--- src/rtl/binary_time_counter_if.sv ---
`default_nettype none
// ============================================================================
//  Module      : binary_time_counter_if
//  Description : Set requests in, BCD time digits and seconds tick out.
//  Revision    : 1.0
// ============================================================================
interface binary_time_counter_if;
    logic       set_hour;
    logic       set_min;
    logic [1:0] h1;
    logic [3:0] h0;
    logic [2:0] m1;
    logic [3:0] m0;
    logic [2:0] s1;
    logic [3:0] s0;
    logic       tick;

    modport master (
        output set_hour, set_min,
        input  h1, h0, m1, m0, s1, s0, tick
    );

    modport slave (
        input  set_hour, set_min,
        output h1, h0, m1, m0, s1, s0, tick
    );
endinterface
`default_nettype wire

--- src/rtl/binary_time_counter.sv ---
`default_nettype none
// ============================================================================
//  Module      : binary_time_counter
//  Description : 1 Hz prescaler plus 24-hour BCD clock with hour/minute set.
//  Revision    : 1.0
// ============================================================================
module binary_time_counter #(
    parameter int CLK_HZ = 12000000
) (
    input  wire logic              clk,
    input  wire logic              rst,
    binary_time_counter_if.slave   ctr
);
    localparam int                 C_CNT_W  = $clog2(CLK_HZ);
    localparam logic [C_CNT_W-1:0] C_TC_VAL = C_CNT_W'(CLK_HZ - 1);
    localparam logic [C_CNT_W-1:0] C_ONE    = C_CNT_W'(1);

    logic [C_CNT_W-1:0] presc_q, presc_d;
    logic               prev_hour_q, prev_min_q, armed_q;
    logic [1:0]         h1_q, h1_d;
    logic [3:0]         h0_q, h0_d;
    logic [2:0]         m1_q, m1_d;
    logic [3:0]         m0_q, m0_d;
    logic [2:0]         s1_q, s1_d;
    logic [3:0]         s0_q, s0_d;
    logic               tick_q, tick_d;

    logic w_hour_req, w_min_req, w_any_req, w_tc, w_sec_adv;
    logic w_sec_wrap, w_min_wrap, w_hour_wrap, w_sec_carry, w_min_adv, w_hour_adv;

    always_ff @(posedge clk or posedge rst) begin
        if (rst) begin
            presc_q     <= '0;
            prev_hour_q <= 1'b0;
            prev_min_q  <= 1'b0;
            armed_q     <= 1'b0;
            h1_q        <= '0;
            h0_q        <= '0;
            m1_q        <= '0;
            m0_q        <= '0;
            s1_q        <= '0;
            s0_q        <= '0;
            tick_q      <= 1'b0;
        end else begin
            presc_q     <= presc_d;
            prev_hour_q <= ctr.set_hour;
            prev_min_q  <= ctr.set_min;
            armed_q     <= 1'b1;
            h1_q        <= h1_d;
            h0_q        <= h0_d;
            m1_q        <= m1_d;
            m0_q        <= m0_d;
            s1_q        <= s1_d;
            s0_q        <= s0_d;
            tick_q      <= tick_d;
        end
    end

    always_comb begin
        // armed_q masks the first edge after reset so a set level held across reset is not taken as a press
        w_hour_req  = armed_q & ctr.set_hour & ~prev_hour_q;
        w_min_req   = armed_q & ctr.set_min  & ~prev_min_q;
        w_any_req   = w_hour_req | w_min_req;
        w_tc        = (presc_q == C_TC_VAL);
        w_sec_adv   = w_tc & ~w_any_req;
        w_sec_wrap  = (s1_q == 3'd5) && (s0_q == 4'd9);
        w_min_wrap  = (m1_q == 3'd5) && (m0_q == 4'd9);
        w_hour_wrap = (h1_q == 2'd2) && (h0_q == 4'd3);
        w_sec_carry = w_sec_adv & w_sec_wrap;
        w_min_adv   = w_sec_carry | w_min_req;
        // A minute request never carries into hours; only a seconds rollover does
        w_hour_adv  = (w_sec_carry & w_min_wrap) | w_hour_req;

        presc_d = (w_any_req || w_tc) ? '0 : presc_q + C_ONE;
        tick_d  = w_sec_adv;
        h1_d = h1_q;
        h0_d = h0_q;
        m1_d = m1_q;
        m0_d = m0_q;
        s1_d = s1_q;
        s0_d = s0_q;

        if (w_any_req) begin
            s1_d = '0;
            s0_d = '0;
        end else if (w_sec_adv) begin
            if (s0_q == 4'd9) begin
                s0_d = '0;
                s1_d = w_sec_wrap ? 3'd0 : s1_q + 3'd1;
            end else begin
                s0_d = s0_q + 4'd1;
            end
        end

        if (w_min_adv) begin
            if (m0_q == 4'd9) begin
                m0_d = '0;
                m1_d = w_min_wrap ? 3'd0 : m1_q + 3'd1;
            end else begin
                m0_d = m0_q + 4'd1;
            end
        end

        if (w_hour_adv) begin
            if (w_hour_wrap) begin
                h1_d = '0;
                h0_d = '0;
            end else if (h0_q == 4'd9) begin
                h0_d = '0;
                h1_d = h1_q + 2'd1;
            end else begin
                h0_d = h0_q + 4'd1;
            end
        end
    end

    assign ctr.h1   = h1_q;
    assign ctr.h0   = h0_q;
    assign ctr.m1   = m1_q;
    assign ctr.m0   = m0_q;
    assign ctr.s1   = s1_q;
    assign ctr.s0   = s0_q;
    assign ctr.tick = tick_q;

endmodule
`default_nettype wire

--- src/flat_wrapper.sv ---
// flat-port wrapper written by rule: the top's interface ports become plain ports
module binary_time_counter_flat 
#(
    parameter int CLK_HZ = 12000000
)
  (clk, rst, ctr_set_hour, ctr_set_min, ctr_h1, ctr_h0, ctr_m1, ctr_m0, ctr_s1, ctr_s0, ctr_tick);
  binary_time_counter_if ctr_i ();
  input  wire logic clk;
  input  wire logic rst;
  input wire logic [$bits(ctr_i.set_hour)-1:0] ctr_set_hour;
  input wire logic [$bits(ctr_i.set_min)-1:0] ctr_set_min;
  output wire logic [$bits(ctr_i.h1)-1:0] ctr_h1;
  output wire logic [$bits(ctr_i.h0)-1:0] ctr_h0;
  output wire logic [$bits(ctr_i.m1)-1:0] ctr_m1;
  output wire logic [$bits(ctr_i.m0)-1:0] ctr_m0;
  output wire logic [$bits(ctr_i.s1)-1:0] ctr_s1;
  output wire logic [$bits(ctr_i.s0)-1:0] ctr_s0;
  output wire logic [$bits(ctr_i.tick)-1:0] ctr_tick;
  assign ctr_i.set_hour = ctr_set_hour;
  assign ctr_i.set_min = ctr_set_min;
  assign ctr_h1 = ctr_i.h1;
  assign ctr_h0 = ctr_i.h0;
  assign ctr_m1 = ctr_i.m1;
  assign ctr_m0 = ctr_i.m0;
  assign ctr_s1 = ctr_i.s1;
  assign ctr_s0 = ctr_i.s0;
  assign ctr_tick = ctr_i.tick;
  binary_time_counter #(.CLK_HZ(CLK_HZ)) u_core (.clk(clk), .rst(rst), .ctr(ctr_i));
endmodule
--- config.mk ---
export PLATFORM = sky130hd
export DESIGN_NAME = binary_time_counter_flat
export DESIGN_NICKNAME = d
export VERILOG_FILES = /design/src/rtl/binary_time_counter_if.sv /design/src/rtl/binary_time_counter.sv /design/src/flat_wrapper.sv
export SDC_FILE = /design/constraint.sdc
export NUM_CORES = 1
export LEC_CHECK = 0
export CORE_UTILIZATION = 50
export DETAILED_ROUTE_END_ITERATION = 8
export DONT_BUFFER_PORTS = 1
export REMOVE_ABC_BUFFERS = 1
export SYNTH_ARGS = -nofsm -noshare
export SYNTH_HDL_FRONTEND = slang
export SYNTH_SLANG_ARGS = --single-unit
--- constraint.sdc ---
create_clock -name clk -period 2.8 [get_ports clk]
set_input_delay 0.28 -clock clk [delete_from_list [all_inputs] [get_ports clk]]
set_output_delay 0.28 -clock clk [all_outputs]
set_load 0.05 [all_outputs]
==> run summary <==
=================================================================================
Row count                                                                      25
Biggest area consumer among synthesized cells                        sky130_fd_sc_hd__dfrtp_1
Clk sink count                                                                 48
Hold-fix buffers, CTS                                                           2
Sequential fraction of the synthesis area                                   0.485
Wire length of the first global-routing pass                         7440 microns
Data required time at the worst endpoint                                  2.99 ns
Routed via count divided by cell count                                       5.23
Horiz. Die Dim                                                       72.4 microns
Final Total Pwr                                                           2.04 mW
Slew Limit Fails                                                                0
Clock tree from TritonCTS                                                     yes
Root Driver                                                          sky130_fd_sc_hd__clkbuf_8
Setup repair after global routing missed its margin                            no
Core ar.                                                             0.00475 sq mm
Outcome                                                              finished clean
Transition time at the pin with the least slew margin                    0.991 ns
H-tree levels                                                                   2
Highest net fanout along the worst path                                         7
Worst Slack Setup Final                                                  0.569 ns
Maxcap violations                                                               0
Layout cell share with drive strength beyond 1                              0.125
Clock buffer count from CTS                                                     5
Antenna violations before repair                                                0
Wire length reported by the detailed router                          4380 microns
Ranking of synthesized cells by area                                 sky130_fd_sc_hd__dfrtp_1, sky130_fd_sc_hd__nor2_1, sky130_fd_sc_hd__xor2_1
Number of different library cells in the post-synthesis netlist                52
Nets                                                                          265
Cells resized by post-CTS repair                                                0
Normalized max-slew margin                                                  0.338
Number of ports placed on the die boundary                                     25
Final period utilization                                                    0.797
Synth-to-layout area growth                                                 9.76%
Iter 0 DRT Violations                                                         128
Final setup violation count                                                     0
PortBufs                                                                        0
Number of instances in the synthesized netlist                                242
Worst Hold Class                                                     input port to asynchronous set/reset pin
Maximum buffer depth of the clock tree                                          2
Number of global-route vias before repair                                    1643
Placer congestion estimate                                                  0.749
Routed wire length per instance                                      13.6 microns
Die height                                                           72.4 microns
Worst-path cell with the longest stage delay                         sky130_fd_sc_hd__dfrtp_1
Pwr dens                                                              752 mW/mm^2
Worst path arrival time                                                   2.42 ns
Netlist Area Pre-Place                                               0.00247 sq mm
Initial standard-cell utilization of the core                               0.521
Highest attainable clock frequency                                        448 MHz
Aggregate global-route resource usage                                       0.182
Worst ir drop on vdd                                                     0.393 mV
Remaining global-route overflow                                                 0
Total Die Area                                                       0.00524 sq mm
Number of flops mapped to enable cells by yosys                                 0
Clock Latency Late Sink                                                   0.30 ns
Length of routed met3 wiring                                          158 microns
Capturing element type of the critical path                                  flop
Number of nets with antenna violations after detailed routing                   0
Total negative slack                                                         0 ns
Worst Hold Margin                                                       0.0824 ns
DRC violation count after routing                                               0
Met1 routed wirelength after detailed routing                        2300 microns
Dpl hpwl                                                             2990 microns
Wire length on met2                                                  1880 microns
Post-route minimum period                                                 2.23 ns
Most frequent cells after synthesis                                  sky130_fd_sc_hd__dfrtp_1, sky130_fd_sc_hd__nor2_1, sky130_fd_sc_hd__nand2_1
Number of endpoints with negative hold slack in the final report                0
Ys flop type                                                         sky130_fd_sc_hd__dfrtp_1
Clock tree skew after final layout                                     0.00970 ns
Count leader, synth                                                  sky130_fd_sc_hd__dfrtp_1
Setup slack after placement                                              0.555 ns
Yosys warning total                                                             0
Type of the setup path with the least slack                          flop to flop
Number of optimization iterations in the first detailed-route pass              4
# Post-CTS Setup Buffers                                                        0
Leakage power total                                                       1.19 nW
# diodes                                                                        0
Register bit total from synthesis                                              48
CP Launch Type                                                               flop
Number of vias in the routed layout                                          1684
Highest metal layer used by the detailed router                              met4
Pin count of the biggest net entering global routing                           49
Area share of the largest cell type after synthesis                         0.485
Fraction of registers with async set or reset after synthesis                1.00
Crit path largest cell delay                                              0.66 ns
Crit path cell chain                                                 and3b_1, and3_4, a41oi_1, nor2b_2, mux2_1
Synthesized area divided by synthesized cell count                     10.2 sq um
Clock-pin slew on the worst setup and hold paths                          0.09 ns
=================================================================================
logic make-up (layout without fill, tap and decap cells):
family                   after synthesis  in the layout  share of synthesized area
buffers and inverters                 10             23                     0.0182
AND/OR/NAND/NOR                      119            119                      0.267
adder cells (fa/ha/maj)                7              7                     0.0354
AO/OA/AOI/OAI                         27             27                     0.0804
multiplexers                           5              5                     0.0238
other                                  1              1                    0.00152
XOR/XNOR                              25             25                     0.0885
flip-flops                            48             48                      0.485
stage by stage:
| step | cells | area (sq um) | util |
|---|---|---|---|
| finish | 322 | 2720 | 0.571 |
| global route | 322 | 2720 | 0.571 |
| CTS | 322 | 2720 | 0.571 |
| detailed placement | 312 | 2590 | 0.544 |
| global placement | 312 | 2590 | 0.544 |
| floorplan | 238 | 2450 | - |
worst max-delay path: cells and delay by family, from the launching register on:
kind,cells,cell delay [ns]
mux,1,0.34
flops,1,0.66
simple gates,3,0.88
compound gates,1,0.25
cell type report:
| cell class | instances | area [sq um] |
|---|---|---|
| clock inverter | 2 | 35.0 |
| inverter | 6 | 22.5 |
| fill | 441 | 2040 |
| clock buffer | 6 | 72.6 |
| tap | 67 | 83.8 |
| sequential | 48 | 1200 |
| multi-input combinational | 184 | 1230 |
| timing repair buffer | 9 | 72.6 |
worst paths after layout:
path,from,end,slack (ns),depth (start not counted)
worst max-delay path,u_core.ctr.s0[3],u_core.ctr.m1[0],0.57,5
worst min-delay path,rst,u_core.ctr.h1[1],0.08,1
worst max register to register,u_core.ctr.s0[3],u_core.ctr.m1[0],0.57,5
worst min register to register,u_core.presc_q[0],u_core.presc_q[0],0.51,1
max in group asynchronous,rst,u_core.presc_q[16],2.10,1
min in group clk,u_core.presc_q[0],u_core.presc_q[0],0.51,1
cells in the final DEF, fill, tap and decap left out, drive strengths merged, types with 2 or more instances in the layout:
| cell | netlist | routed |
|---|---|---|
| nor4b | 3 | 3 |
| a21oi | 9 | 9 |
| a221o | 2 | 2 |
| inv | 6 | 6 |
| buf | 1 | 7 |
| nand4b | 2 | 2 |
| dlygate4sd3 | 0 | 2 |
| nor4 | 2 | 2 |
| and3b | 3 | 3 |
| nand2 | 23 | 23 |
| o21ai | 6 | 6 |
| nor2b | 7 | 7 |
| nand2b | 3 | 3 |
| and4 | 4 | 4 |
| nand3 | 10 | 10 |
| dfrtp | 48 | 48 |
| nand4 | 4 | 4 |
| mux2 | 4 | 4 |
| or3 | 2 | 2 |
| ha | 7 | 7 |
| xnor2 | 10 | 10 |
| nor3 | 5 | 5 |
| and2 | 3 | 3 |
| xor2 | 15 | 15 |
| a211o | 2 | 2 |
| nor2 | 39 | 39 |
| and3 | 6 | 6 |
| clkbuf | 3 | 6 |
metal layers:
metal	global-route usage	vias up
li1	-	854
met1	0.260	801
met2	0.268	25
met3	0.0472	4
met4	0.0654	0
met5	0	-
sequential cells by signal, summed over array words and instances (netlist names):
| signal | count |
|---|---|
| u_core.ctr.h1 | 2 |
| u_core.ctr.h0 | 4 |
| u_core.prev_min_q | 1 |
| u_core.prev_hour_q | 1 |
| u_core.ctr.s0 | 4 |
| u_core.ctr.tick | 1 |
| u_core.presc_q | 24 |
| u_core.armed_q | 1 |
| u_core.ctr.s1 | 3 |
| u_core.ctr.m1 | 3 |
| u_core.ctr.m0 | 4 |
where the power goes:
group	leakage (nW)	switching [mW]	internal, mW	total, mW
logic	0.503	0.196	0.178	0.374
registers	0.631	0.394	0.790	1.18
clock network	0.0552	0.219	0.265	0.484
No activity file was read; power rests on OpenSTA's default activity.
